$ cat src/rtl/data_path_pkg.sv
// data_path_pkg: shared encodings for the 8-bit computer datapath.
// Rev 1.0 - initial release.
`default_nettype none

package data_path_pkg;

    localparam int DATA_W_DEF = 8;

    typedef enum logic [1:0] {
        BUS1_PC   = 2'b00,
        BUS1_A    = 2'b01,
        BUS1_B    = 2'b10,
        BUS1_ZERO = 2'b11
    } bus1_sel_e;

    typedef enum logic [1:0] {
        BUS2_ALU  = 2'b00,
        BUS2_BUS1 = 2'b01,
        BUS2_MEM  = 2'b10,
        BUS2_ZERO = 2'b11
    } bus2_sel_e;

    typedef enum logic [2:0] {
        ALU_ADD = 3'b000,
        ALU_SUB = 3'b001,
        ALU_AND = 3'b010,
        ALU_OR  = 3'b011,
        ALU_INC = 3'b100,
        ALU_DEC = 3'b101,
        ALU_XOR = 3'b110,
        ALU_SHL = 3'b111
    } alu_sel_e;

    localparam int CCR_N = 3;
    localparam int CCR_Z = 2;
    localparam int CCR_V = 1;
    localparam int CCR_C = 0;

endpackage

`default_nettype wire

$ cat src/rtl/data_path_alu_core.sv
// alu_core: combinational ALU with {N,Z,V,C} flags.
// XOR/SHL on codes 110/111 exist only when DATA_PATH_EXT_ALU_EN is defined. Rev 1.0.
`default_nettype none

module alu_core
    import data_path_pkg::*;
#(
    parameter int DATA_W = DATA_W_DEF
) (
    input  logic [DATA_W-1:0] x_i,
    input  logic [DATA_W-1:0] y_i,
    input  logic [2:0]        sel_i,
    output logic [DATA_W-1:0] result_o,
    output logic [3:0]        nzvc_o
);

    localparam int MSB = DATA_W - 1;

    logic [DATA_W:0]   ext;
    logic [DATA_W-1:0] res;
    logic              v;
    logic              c;

    always_comb begin
        ext = '0;
        res = '0;
        v   = 1'b0;
        c   = 1'b0;
        case (sel_i)
            ALU_ADD: begin
                ext = {1'b0, x_i} + {1'b0, y_i};
                res = ext[MSB:0];
                c   = ext[DATA_W];
                v   = (x_i[MSB] == y_i[MSB]) && (res[MSB] != x_i[MSB]);
            end
            ALU_SUB: begin
                res = x_i - y_i;
                c   = (x_i < y_i);
                v   = (x_i[MSB] != y_i[MSB]) && (res[MSB] != x_i[MSB]);
            end
            ALU_AND: res = x_i & y_i;
            ALU_OR:  res = x_i | y_i;
            ALU_INC: begin
                ext = {1'b0, x_i} + (DATA_W+1)'(1);
                res = ext[MSB:0];
                c   = ext[DATA_W];
                v   = !x_i[MSB] && res[MSB];
            end
            ALU_DEC: begin
                res = x_i - DATA_W'(1);
                c   = (x_i == '0);
                v   = x_i[MSB] && !res[MSB];
            end
`ifdef DATA_PATH_EXT_ALU_EN
            ALU_XOR: res = x_i ^ y_i;
            ALU_SHL: begin
                res = {x_i[MSB-1:0], 1'b0};
                c   = x_i[MSB];
                v   = x_i[MSB] ^ x_i[MSB-1];
            end
`endif
            // Without the extension, the upper codes are legal no-ops yielding zero.
            default: res = '0;
        endcase
    end

    assign result_o      = res;
    assign nzvc_o[CCR_N] = res[MSB];
    assign nzvc_o[CCR_Z] = (res == '0);
    assign nzvc_o[CCR_V] = v;
    assign nzvc_o[CCR_C] = c;

endmodule

`default_nettype wire

$ cat src/rtl/data_path.sv
// data_path: IR/MAR/PC/A/B/CCR registers, Bus1/Bus2 muxes and ALU of the 8-bit computer.
// Rev 1.0 - initial release.
`default_nettype none

module data_path
    import data_path_pkg::*;
#(
    parameter int DATA_W = DATA_W_DEF,
    parameter int ADDR_W = DATA_W_DEF
) (
    input  logic              Clk,
    input  logic              Reset,
    input  logic              IR_Load,
    input  logic              MAR_Load,
    input  logic              PC_Load,
    input  logic              PC_Inc,
    input  logic              A_Load,
    input  logic              B_Load,
    input  logic              CCR_Load,
    input  logic [2:0]        ALU_Sel,
    input  logic [1:0]        Bus1_Sel,
    input  logic [1:0]        Bus2_Sel,
    input  logic [DATA_W-1:0] from_memory,
    output logic [ADDR_W-1:0] address,
    output logic [DATA_W-1:0] to_memory,
    output logic [DATA_W-1:0] IR,
    output logic [3:0]        CCR_Result
);

    logic [DATA_W-1:0] ir_q,  ir_d;
    logic [ADDR_W-1:0] mar_q, mar_d;
    logic [ADDR_W-1:0] pc_q,  pc_d;
    logic [DATA_W-1:0] a_q,   a_d;
    logic [DATA_W-1:0] b_q,   b_d;
    logic [3:0]        ccr_q, ccr_d;

    logic [DATA_W-1:0] bus1;
    logic [DATA_W-1:0] bus2;
    logic [DATA_W-1:0] alu_result;
    logic [3:0]        alu_nzvc;

    always_comb begin
        bus1 = '0;
        case (Bus1_Sel)
            BUS1_PC:   bus1 = pc_q;
            BUS1_A:    bus1 = a_q;
            BUS1_B:    bus1 = b_q;
            default:   bus1 = '0;
        endcase
    end

    always_comb begin
        bus2 = '0;
        case (Bus2_Sel)
            BUS2_ALU:  bus2 = alu_result;
            BUS2_BUS1: bus2 = bus1;
            BUS2_MEM:  bus2 = from_memory;
            default:   bus2 = '0;
        endcase
    end

    alu_core #(
        .DATA_W   (DATA_W)
    ) u_alu (
        .x_i      (bus1),
        .y_i      (b_q),
        .sel_i    (ALU_Sel),
        .result_o (alu_result),
        .nzvc_o   (alu_nzvc)
    );

    always_comb begin
        ir_d  = IR_Load  ? bus2 : ir_q;
        mar_d = MAR_Load ? bus2 : mar_q;
        a_d   = A_Load   ? bus2 : a_q;
        b_d   = B_Load   ? bus2 : b_q;
        ccr_d = CCR_Load ? alu_nzvc : ccr_q;
        // A direct load beats increment so a jump target is never off by one.
        if (PC_Load)
            pc_d = bus2;
        else if (PC_Inc)
            pc_d = pc_q + ADDR_W'(1);
        else
            pc_d = pc_q;
    end

    always_ff @(posedge Clk or negedge Reset) begin
        if (!Reset) begin
            ir_q  <= '0;
            mar_q <= '0;
            pc_q  <= '0;
            a_q   <= '0;
            b_q   <= '0;
            ccr_q <= '0;
        end else begin
            ir_q  <= ir_d;
            mar_q <= mar_d;
            pc_q  <= pc_d;
            a_q   <= a_d;
            b_q   <= b_d;
            ccr_q <= ccr_d;
        end
    end

    assign address    = mar_q;
    assign to_memory  = bus1;
    assign IR         = ir_q;
    assign CCR_Result = ccr_q;

endmodule

`default_nettype wire

$ cat config.mk
export PLATFORM = sky130hd
export DESIGN_NAME = data_path
export DESIGN_NICKNAME = d
export VERILOG_FILES = /design/src/rtl/data_path_pkg.sv /design/src/rtl/data_path_alu_core.sv /design/src/rtl/data_path.sv
export SDC_FILE = /design/constraint.sdc
export NUM_CORES = 1
export LEC_CHECK = 0
export ABC_AREA = 1
export CORE_MARGIN = 2
export CORE_UTILIZATION = 40
export CTS_CLUSTER_SIZE = 40
export DETAILED_ROUTE_END_ITERATION = 10
export HOLD_SLACK_MARGIN = 0.05
export SLEW_MARGIN = 20
export SYNTH_ARGS = -nofsm -noshare
export SYNTH_HDL_FRONTEND = slang
export SYNTH_SLANG_ARGS = --single-unit
$ cat constraint.sdc
create_clock -name Clk -period 3.2 [get_ports Clk]
set_clock_uncertainty 0.05 [all_clocks]
set_input_delay 0.64 -clock Clk [delete_from_list [all_inputs] [get_ports Clk]]
set_output_delay 0.64 -clock Clk [all_outputs]
set_load 0.1 [all_outputs]
==> reports/results.ini, run 1 <==
[sta]
finalSetupTns_ns = 0
tightest_slew_ns = 0.6515
hold_viol_final = 0
rsz0062_at_grt = false
slew_viol_final = 0
fin_ws_ns = 0.2234
setup_violations = 0
max-slew-margin-rel_pct = 56.40
fin_crit_ns = 2.977
timing.fmax_mhz = 336.0
fin_crit_sh_pct = 93.02

[route]
vias = 4162
antenna_left = 0
dr.pass1.iters = 5
vias_per_cell = 5.094
drc = 0
drt_iter0_drc = 176
finalWirelength_um = 13380
detail_route.wl_per_cell_um = 16.37

[power_and_ir_drop]
powerDensity_nw_per_um2 = 497.6
peakVddDrop_mv = 0.3068
p_leak_nw = 2.819
p_total_mw = 2.660

[cells_and_area]
nets = 743
fin_area_um2 = 5345
layout_common_cells = nand2_1, buf_4, inv_1
area.growth.synth_to_final_pct = 37.36
nFillCells = 895
final_common_cell = nand2_1
diodes = 0
layout-drive-gt1-share_pct = 24.71

[critical_path]
path_class = input port to flip-flop
regToRegSetupSlack_ns = 0.50
critical_path_peak_fanout = 13
worst_ep_arrival_time_ns = 3.17
reg2reg_to = CCR_Result[2]
reg2regPathDepth = 16
reg2reg_from = b_q[0]
cp-start-kind = input port
worstPathRequired_ns = 3.40
worst_setup_path_end_kind = flip-flop

[run]
max_cap_viol_count = 0

[clock_network]
ctsLongestPathBuffers = 2
cts_sinks = 44
worstSkewPairLatency_ns = 0.31
cts-htree-levels = 2
root_buffer = clkbuf_8
cts_made_buffers = 5
cts_tree = yes
clkTransAtPathRegs_ns = 0.09

[synthesis]
syn_area_um2 = 3891
ys_ff_latch = 44
syn_nets = 620
synth.avg_cell_area_um2 = 6.899
syn_inst = 564
ys_warn_count = 0
yosysUniqueCellTypes = 37
ys_seq_area_share_pct = 28.30

[floorplan]
core_area_um2 = 9328
initial_utilization_pct = 41.72
io_pins = 52
rows = 35
die_y_um = 102.6
die-area_um2 = 10530
die_w_um = 102.6

[global_routing]
overflow = 0
antenna_found_initial = 0
grt_max_degree = 45
grt_pass1_wl_um = 21030
grt_usage_pct = 26.50
grt_pass1_vias = 4061

[placed_design]
place_congestion = 0.9320
dpl.hpwl_um = 10860
pre_cts_ws_ns = -0.4372
port_buffers = 51
place_area_um2 = 5115

[run_status]
status = completed

[hold_path]
hp-class = input port to asynchronous set/reset pin

how the worst max path moves through the flow:
stage	from	end	slack, ns	depth (start not counted)
6_report	Bus1_Sel[1]	CCR_Result[2]	0.22	19
5_1_grt	Bus1_Sel[1]	CCR_Result[2]	0.05	23
4_1_cts	Bus1_Sel[1]	b_q[1]	0.006	17
3_5_place_dp	Bus1_Sel[1]	b_q[3]	-0.44	19
3_3_place_gp	Bus1_Sel[0]	pc_q[3]	-0.40	19
2_1_floorplan	Bus1_Sel[0]	pc_q[4]	-0.04	21
per-stage QoR:
| step | hold slack, ns | utilization, % | instances |
|---|---|---|---|
| 3_3_place_gp | 0.4158 | 54.84 | 804 |
| 2_1_floorplan | 0.2944 | - | 564 |
| 6_report | 0.2665 | 57.30 | 817 |
| 3_5_place_dp | 0.4163 | 54.84 | 804 |
| 4_1_cts | 0.4400 | 56.51 | 815 |
| 5_1_grt | 0.3081 | 57.30 | 817 |
synth_stat cells, drive strengths merged:
master / count / share of area (%)
nand2: 181 / 18
nand3: 72 / 12
inv: 70 / 6.9
nor2: 60 / 6.7
dfrtp: 44 / 28
ha: 30 / 9.6
o21ai: 26 / 3.4
a31oi: 14 / 2.3
a21oi: 12 / 1.5
nand4: 12 / 1.9
a22oi: 9 / 1.7
buf: 9 / 1.4
xor2: 8 / 1.8
nor3: 3 / 0.39
clkbuf: 2 / 0.19
clkinv: 2 / 0.19
fa: 2 / 1.0
o221ai: 2 / 0.61
o22ai: 2 / 0.32
nor4: 1 / 0.16
o21a: 1 / 0.19
o21bai: 1 / 0.29
xnor2: 1 / 0.23
critical path, stage by stage:
cell and delay (ns):
dlymetal6s2s_1 0.15, buf_12 0.15, nor2_4 0.17, nand2_1 0.09, nand3_2 0.09, nand2_4 0.08, clkinvlp_4 0.09, ha_4 0.13
inv_1 0.06, fa_1 0.48, o21ai_0 0.08, nor3_1 0.26, buf_4 0.18, nand2_1 0.06, nor2_1 0.11, nand2_1 0.08
nor2_2 0.12, nand3_1 0.08, nand2_1 0.06
area by class of cell:
type | instances | area (µm²) | area share (%)
inverter | 72 | 281.5 | 5.267
clock buffer | 5 | 68.82 | 1.287
timing repair buffer | 127 | 1130 | 21.14
clock inverter | 3 | 46.29 | 0.8661
tap | 129 | 161.4 | 3.020
multi-input combinational | 437 | 2556 | 47.82
sequential | 44 | 1101 | 20.60
per-layer routing:
layer | share of wire, % | wire length (µm) | global-route usage [%] | vias up
met1 | 43 | 5696 | 34.47 | 1916
met5 | 0 | 0 | 0 | -
met3 | 4.9 | 653 | 3.186 | 28
li1 | - | - | - | 2090
met2 | 49 | 6604 | 45.85 | 128
met4 | 3.2 | 423 | 8.513 | 0
state kept, by name, summed over array words and instances, names as in the netlist:
register / flops
CCR_Result: 4
IR: 8
a_q: 8
address: 8
b_q: 8
pc_q: 8
timing repair:
item                       4_1_cts  5_1_grt
setup endpoints to repair       17       39
gates resized for setup          7       16
pin swaps                        1        9
buffers inserted                 3        2
hold buffers                     0        0
power by group:
group / internal, mW / leakage, nW / switching, mW
Sequential: 0.633 / 0.556 / 0.0696
Combinational: 0.528 / 2.21 / 0.983
Clock: 0.235 / 0.0548 / 0.211
Total: 1.40 / 2.82 / 1.26
cells by family (layout without fill, tap and decap cells):
| family | after synthesis | count (layout) | synth area share, % |
|---|---|---|---|
| AOI/OAI and AO/OA | 67 | 67 | 10.39 |
| xor gates and xnor gates | 9 | 9 | 2.026 |
| adders and majority gates | 32 | 32 | 10.68 |
| buffers and inverters | 83 | 207 | 8.650 |
| DFF | 44 | 44 | 28.30 |
| and+or+nand+nor | 329 | 329 | 39.97 |
Note: power is estimated with default switching activity, not from simulation.
==> run 2: changes to the inputs <==
--- a/config.mk
+++ b/config.mk
@@ -7,10 +7,11 @@
 export LEC_CHECK = 0
 export ABC_AREA = 1
 export CORE_MARGIN = 2
-export CORE_UTILIZATION = 40
+export CORE_UTILIZATION = 49
 export CTS_CLUSTER_SIZE = 40
 export DETAILED_ROUTE_END_ITERATION = 10
 export HOLD_SLACK_MARGIN = 0.05
+export PLACE_DENSITY = 0.72
 export SLEW_MARGIN = 20
 export SYNTH_ARGS = -nofsm -noshare
 export SYNTH_HDL_FRONTEND = slang
==> reports/results.ini, run 2 (synthesis results as in run 1) <==
[global_routing]
grt_pass1_vias = 4163
overflow = 0
antenna_found_initial = 0
grt_max_degree = 45
grt_usage_pct = 30.26
grt_pass1_wl_um = 20580

[critical_path]
worstPathRequired_ns = 3.40
crit_chain = dlymetal6s2s_1 -> buf_6 -> nor2_4 -> nand2_1 -> nand3_2 -> nand2_4 -> clkinvlp_4 -> ha_4 -> inv_2 -> fa_2 -> inv_2 -> nand2_2 -> nand2_1 -> nand2_1 -> nand3_2 -> nand2_4 -> nor2_4 -> nand2_1 -> nor2_1 -> nand2_1 -> nor2_1 -> nand3_1 -> nand2_1
crit_top_cell = nand2_1
critical_path_peak_fanout = 7
reg2reg_to = CCR_Result[2]
reg2regPathDepth = 17
path_class = input port to flip-flop
critPathLaunch = Bus1_Sel[0]
crit_end = CCR_Result[2]
reg2reg_from = b_q[0]
cpMaxStageDelayCell = fa_2
worst_setup_path_end_kind = flip-flop
cp-start-kind = input port
crit_path_max_incr_delay_ns = 0.39
regToRegSetupSlack_ns = 0.56
worst_ep_arrival_time_ns = 3.09

[run_status]
status = completed

[route]
vias_per_cell = 5.470
finalWirelength_um = 12940
detail_route.wl_per_cell_um = 16.28
drc = 0
wl_met2_um = 6521
dr.pass1.iters = 5
vias = 4349
top_layer_used = met4
antenna_left = 0
met3_length_um = 740
drt_iter0_drc = 273
drt-met1-wl_um = 5272

[floorplan]
initial_utilization_pct = 50.36
core_area_um2 = 7727
die-area_um2 = 8670
rows = 32
die_w_um = 93.12
io_pins = 52
die_y_um = 93.12

[sta]
rsz0062_at_grt = false
slew_viol_final = 0
setup_violations = 0
fin_crit_ns = 2.893
timing.fmax_mhz = 345.7
hold_viol_final = 0
fin_crit_sh_pct = 90.40
tightest_slew_ns = 0.6233
max-slew-margin-rel_pct = 58.29

[clock_network]
ctsLongestPathBuffers = 2
cts-htree-levels = 2
clkTransAtPathRegs_ns = 0.09
cts_sinks = 44
cts_tree = yes
root_buffer = clkbuf_8
cts_made_buffers = 5
worstSkewPairLatency_ns = 0.30

[cells_and_area]
diodes = 0
layout-drive-gt1-share_pct = 28.28
final_common_cell = nand2_1
layout_common_cells = nand2_1, buf_4, inv_1
instances_no_fill = 795
nFillCells = 651
nets = 748
fin_area_um2 = 5479
area.growth.synth_to_final_pct = 40.80

[power_and_ir_drop]
p_leak_nw = 2.901
powerDensity_nw_per_um2 = 496.0
peakVddDrop_mv = 0.4126
p_total_mw = 2.717

[hold_path]
hp-class = input port to asynchronous set/reset pin

[placed_design]
dpl.hpwl_um = 10120
placedCellCount = 778
place_congestion = 0.9463
port_buffers = 51
place_area_um2 = 5089

[run]
max_cap_viol_count = 0

[run 2: what timing repair did]
action,4_1_cts,5_1_grt
endpoints found under the setup margin,26,39
pin swaps,1,15
hold buffers,0,0
gates resized for setup,13,41
setup buffers,1,8
[run 2: how the worst min path moves through the flow]
stage	startpoint	end	slack (ns)	cells past startpoint
final	Reset	CCR_Result[0]	0.27	1
after global routing	Reset	CCR_Result[1]	0.33	1
after CTS	IR[6]	IR[6]	0.44	2
after detailed placement	IR[6]	IR[6]	0.42	2
after global placement	address[1]	address[1]	0.42	2
after floorplan	Reset	CCR_Result[0]	0.29	0
[run 2: layout make-up]
type                            count  area (µm²)  share of cell area (%)
Clock buffer                        5       68.82                   1.256
Clock inverter                      3       47.55                  0.8678
Inverter                           72       279.0                   5.092
Multi-Input combinational cell    437        2684                   48.98
Sequential cell                    44        1101                   20.10
Tap cell                          102       127.6                   2.329
Timing Repair Buffer              132        1171                   21.37
[run 2: routing by layer]
metal	global-route usage (%)	vias up
li1	-	2095
met1	39.42	2052
met2	52.66	166
met3	2.981	36
met4	10.17	0
met5	0	-
[run 2: power by group]
| part | internal, mW | switching, mW | total (mW) |
|---|---|---|---|
| logic | 0.558 | 1.01 | 1.56 |
| registers | 0.633 | 0.0699 | 0.702 |
| clock network | 0.236 | 0.215 | 0.451 |
[run 2: through the flow]
| step | setup TNS, ns | setup slack (ns) | utilization [%] | hold slack, ns |
|---|---|---|---|---|
| after detailed placement | -13.06 | -0.4161 | 65.85 | 0.4210 |
| final | 0 | 0.3072 | 70.90 | 0.2664 |
| after global routing | 0 | 0.1433 | 70.90 | 0.3287 |
| after CTS | -0.005488 | -0.005488 | 68.09 | 0.4449 |
| after global placement | -11.62 | -0.3835 | 65.85 | 0.4176 |
| after floorplan | -0.03703 | -0.03703 | - | 0.2944 |
[run 2: critical path: cells and delay by family]
kind,cells,cell delay (ns)
buf+inv,5,0.48
fa+ha+maj,2,0.52
simple gates,16,1.44
==> run 3: changes to the inputs <==
--- a/config.mk
+++ b/config.mk
@@ -6,10 +6,11 @@
 export NUM_CORES = 1
 export LEC_CHECK = 0
 export ABC_AREA = 1
-export CORE_MARGIN = 2
+export CORE_MARGIN = 3
 export CORE_UTILIZATION = 49
 export CTS_CLUSTER_SIZE = 40
 export DETAILED_ROUTE_END_ITERATION = 10
+export GPL_TIMING_DRIVEN = 0
 export HOLD_SLACK_MARGIN = 0.05
 export PLACE_DENSITY = 0.72
 export SLEW_MARGIN = 20
==> reports/results.ini, run 3 (synthesis results as in run 1) <==
[run_status]
status = completed

[power_and_ir_drop]
p_sw_mw = 1.217
seq_power_share_pct = 28.2
p_leak_nw = 2.570
peakVddDrop_mv = 0.2908
clkPwrFrac_pct = 18.1
powerDensity_nw_per_um2 = 505.0
combPwrFrac_pct = 53.7
internal_power_mw = 1.263
p_sw_share_pct = 49.06

[global_routing]
grt_usage_pct = 26.90
grt_max_degree = 24
overflow = 0
antenna_found_initial = 0
grt_pass1_vias = 3813
grt_pass1_wl_um = 18860

[cells_and_area]
multi_input_area_um2 = 2562
layout_common_cells = nand2_1, inv_1, nand3_1
regArea_um2 = 1101
nFillCells = 674
layout-drive-gt1-share_pct = 15.84
final_common_cell = nand2_1
area.growth.synth_to_final_pct = 26.21
nets = 699
diodes = 0
fin_area_um2 = 4911

[sta]
setup_violations = 0
fin_worst_hold_slack_ns = 0.2530
timing.fmax_mhz = 316.0
max-slew-margin-rel_pct = 34.14
fin_crit_sh_pct = 98.91
tightest_slew_ns = 0.9849
slew_viol_final = 0
finalSetupTns_ns = 0
fin_crit_ns = 3.165
hold_viol_final = 0

[route]
detail_route.wl_per_cell_um = 15.75
finalWirelength_um = 11700
vias = 4081
vias_per_cell = 5.493
drc = 0
dr.pass1.iters = 5
antenna_left = 0
drt_iter0_drc = 189

[clock_network]
cts_made_buffers = 5
cts_tree = yes
ctsLongestPathBuffers = 2
root_buffer = clkbuf_8
worstSkewPairLatency_ns = 0.31
clkTransAtPathRegs_ns = 0.09
cts-htree-levels = 2
cts_sinks = 44

[placed_design]
place_congestion = 0.9640
place_area_um2 = 4571
port_buffers = 49
dpl.hpwl_um = 8934

[critical_path]
critical_path_peak_fanout = 10
worst_ep_arrival_time_ns = 2.47
worstPathRequired_ns = 2.51
worst_setup_path_end_kind = output pin
cp-start-kind = input port
path_class = input port to output pin
reg2regPathDepth = 18

[floorplan]
core_area_um2 = 7486
initial_utilization_pct = 51.98
die_w_um = 95.12
io_pins = 52
die-area_um2 = 9047
die_y_um = 95.12
rows = 31

[run]
max_cap_viol_count = 0

[hold_path]
hp-class = input port to asynchronous set/reset pin

-- run 3: cell types whose count changed in the layout (fill, tap and decap cells not counted), sizes merged --
| cell | change |
|---|---|
| buf | -77 |
| clkbuf | +3 |
| dlymetal6s2s | -2 |
| clkdlybuf4s50 | +19 |
| clkdlybuf4s18 | +1 |
| dlygate4sd2 | +7 |
-- run 3: repair_timing --
item                       CTS  global route
pin swaps                    1             5
hold buffers                 0             0
resized for setup           13            23
buffers inserted             3            19
setup endpoints to repair   47            30
-- run 3: layout make-up --
type	instances	share of cell area, %
buffer	11	1.299
tap	99	2.522
inverter	72	5.682
multi-input combinational	437	52.18
clock inverter	3	0.9682
clock buffer	5	1.401
timing repair buffer	72	13.53
sequential	44	22.42
-- run 3: routing by layer --
layer  part of all wire, %  vias to the layer above  GRT usage, %  wire [µm]
li1                      -                     1999             -          -
met1                    44                     1920         35.71       5104
met2                    49                      136         43.73       5702
met3                   4.9                       26         3.710        577
met4                   2.7                        0         11.42        320
met5                     0                        -             0          0
-- run 3: path summary, 6_finish.rpt --
path | start | to | slack (ns)
setup / recovery | Bus1_Sel[1] | to_memory[0] | 0.04
hold / removal | Reset | address[5] | 0.25
setup reg to reg | b_q[0] | pc_q[4] | 0.43
hold reg to reg | CCR_Result[2] | CCR_Result[2] | 0.44
max in group asynchronous | Reset | b_q[7] | 2.34
min in group Clk | CCR_Result[2] | CCR_Result[2] | 0.44
-- run 3: per-stage QoR --
stage	cells	util [%]	setup slack [ns]	power (mW)
after global placement	712	60.76	-0.6844	1.935
after detailed placement	713	61.06	-0.6802	1.954
after global routing	743	65.60	-0.01040	2.633
after CTS	724	62.88	0.005273	2.403
final	743	65.60	0.03502	2.480
after floorplan	564	-	-0.03703	1.621
-- run 3: critical path, cell delays in order --
cell and delay [ns]:
clkdlybuf4s18_2 0.27, buf_6 0.17, nand2_1 0.07, nand3_2 0.13, nand2_4 0.09, clkinvlp_4 0.12, buf_4 0.12, dlygate4sd2_1 0.85
-- run 3: power groups by stage --
stage	Sequential [mW]	Combinational (mW)	Clock, mW
after floorplan	0.955	0.666	0
after global placement	0.709	1.23	0
after detailed placement	0.711	1.24	0
after CTS	0.701	1.25	0.456
after global routing	0.712	1.44	0.480
final	0.701	1.33	0.448
==> RTL change (settings of run 3) <==
The option `DATA_PATH_EXT_ALU_EN` is turned on by a define.
--- a/src/rtl/data_path_alu_core.sv
+++ b/src/rtl/data_path_alu_core.sv
@@ -3,2 +3,4 @@
 `default_nettype none
+
+`define DATA_PATH_EXT_ALU_EN
 
Function: changed (Yosys sat finds a counterexample within 4 cycles, from zero or initial values and one cycle with Reset low).
==> RTL change against run 3 <==
Worst setup slack gained 0.11 ns. Via count rose by 1.2%. Sequential cell count stayed put. Total power is 0.89% lower. Maximum frequency grew 3.7%. Final area fell by 2.2%. Synthesized area rose by 1.4%. Worst hold slack got worse by 0.048 ns. Routed wire length is 2.0% higher.
==> RTL change: results (changes against run 3) <==
\begin{tabular}{lr}
\hline
Metric & Value \\
\hline
\multicolumn{2}{l}{\textbf{Run status}} \\
\quad Result of the run & finished, final reports clean \\
\multicolumn{2}{l}{\textbf{Critical path}} \\
\quad Arrival @ worst endpoint & 3.20 ns (+0.73 ns) \\
\quad Slowest-stage cell, CP & ha\_1 \\
\quad Longest individual stage delay on the worst path & 0.33 ns (-0.52 ns) \\
\multicolumn{2}{l}{\textbf{Logic synthesis}} \\
\quad Syn nets & 637 (+2.7\%) \\
\quad Dominant cells by area after synthesis & dfrtp\_1 28\%, nand2\_1 15\%, ha\_1 10\% \\
\quad Post-synth cell types & 39 (+5.4\%) \\
\quad Leading cell types by count after synthesis & 154 x nand2\_1, 73 x inv\_1, 63 x nand3\_1, 55 x nor2\_1, 44 x dfrtp\_1 \\
\quad Sequential area share after synthesis & 27.9\% (-0.39 points) \\
\multicolumn{2}{l}{\textbf{Pwr}} \\
\quad Worst supply voltage drop on vdd & 0.374 mV (+29\%) \\
\quad Total leakage power & 2.38 nW (-7.2\%) \\
\quad Switching share of power & 49.5\% (+0.40 points) \\
\multicolumn{2}{l}{\textbf{Global routing}} \\
\quad Pin count of the biggest net entering global routing & 30 (+25\%) \\
\quad Global-route wire length before repair & 19,400 um (+3.0\%) \\
\quad Via count of the first global-routing pass & 4,026 (+5.6\%) \\
\quad Met3 capacity usage during global routing & 2.42\% (-1.3 points) \\
\quad Met2 track demand over resource in global routing & 48.1\% (+4.4 points) \\
\quad All-Layer GR Usage & 27.2\% (+0.29 points) \\
\quad Met1 Use GR & 35.3\% (-0.45 points) \\
\multicolumn{2}{l}{\textbf{Placement}} \\
\quad DP HPWL & 9530 um (+6.7\%) \\
\quad Final estimated routing congestion in global placement & 0.966 (+0.21\%) \\
\multicolumn{2}{l}{\textbf{Cells and area}} \\
\quad Share of cells above drive strength 1 & 10.2\% (-5.6 points) \\
\quad Fill cell total of the finished layout & 742 (+10\%) \\
\quad Final nets & 695 (-0.57\%) \\
\multicolumn{2}{l}{\textbf{STA}} \\
\quad Measured slew at the worst slew-check pin & 0.974 ns (-0.0112 ns) \\
\multicolumn{2}{l}{\textbf{Route}} \\
\quad DRC violation total after the first TritonRoute iteration & 253 (+34\%) \\
\quad Detailed-route wire length & 11,900 um (+2.0\%) \\
\quad Average vias per placed instance & 5.59 (+1.7\%) \\
\hline
\end{tabular}
-- RTL change: changes by cell type after synthesis, sizes merged, moves of 3 or more --
cell   change
and3       +3
ha         +3
inv        +6
nand2     -22
nand3      +3
nand4      +8
o21ai      +4
-- RTL change: worst max-delay path, delay by kind of cell --
kind,cells,cell delay [ns]
simple gates,7,1.15
compound gates,4,0.46
buf+inv,5,0.61
fa+ha+maj,1,0.33
-- RTL change: stage by stage --
stage	utilization, %	instance area [um2]	cells	setup WS, ns	hold slack (ns)
after global placement	59.2	4600	729	-0.889	0.415
final	61.8	4800	739	0.148	0.205
after floorplan	-	3980	578	0.0340	0.294
after detailed placement	59.4	4610	730	-0.919	0.418
after CTS	61.0	4730	737	0.00147	0.223
after global routing	61.8	4800	739	0.0182	0.221
-- RTL change: metal layers --
layer | wire length (um) | vias to the layer above | part of all wire (%)
met3 | 556 | 25 | 4.7
met5 | 0 | - | 0
li1 | - | 2031 | -
met2 | 6000 | 147 | 50
met1 | 5160 | 1927 | 43
met4 | 227 | 0 | 1.9
-- RTL change: path summary, 6_finish.rpt --
kind / start / end / slack, ns / depth (start not counted)
max in group asynchronous: Reset / pc_q[4] / 2.39 / 2
worst min register to register: IR[5] / IR[5] / 0.44 / 2
worst max register to register: b_q[2] / pc_q[3] / 0.36 / 15
worst max-delay path: Bus1_Sel[1] / pc_q[3] / 0.15 / 17
min in group Clk: IR[5] / IR[5] / 0.44 / 2
worst min-delay path: Reset / CCR_Result[3] / 0.21 / 1
-- RTL change: cells by family after synthesis --
family	synth area share [%]
AOI/OAI and AO/OA	11.6
xor gates and xnor gates	2.66
adders and majority gates	11.5
DFF	27.9
and+or+nand+nor	37.4
buffers and inverters	9.01
-- RTL change: cell type report --
type	count	share of cell area (%)
Buffer	10	1.30
Multi-Input combinational cell	446	53.9
Sequential cell	44	22.9
Clock inverter	3	0.964
Clock buffer	5	1.43
Tap cell	102	2.66
Inverter	76	6.04
Timing Repair Buffer	53	10.8
-- RTL change: what timing repair did --
action                     CTS  global route
gates resized for setup     21            20
setup endpoints to repair   52            36
pin swaps                    0             1
buffers inserted             0             3
gates cloned                 0             0
-- RTL change: power by group through the flow --
stage	Clock (mW)	Sequential (mW)	Combinational (mW)
4_1_cts	0.456	0.694	1.29
5_1_grt	0.472	0.706	1.43
3_3_place_gp	0	0.703	1.27
6_report	0.446	0.696	1.32
3_5_place_dp	0	0.704	1.29
2_1_floorplan	0	0.952	0.706
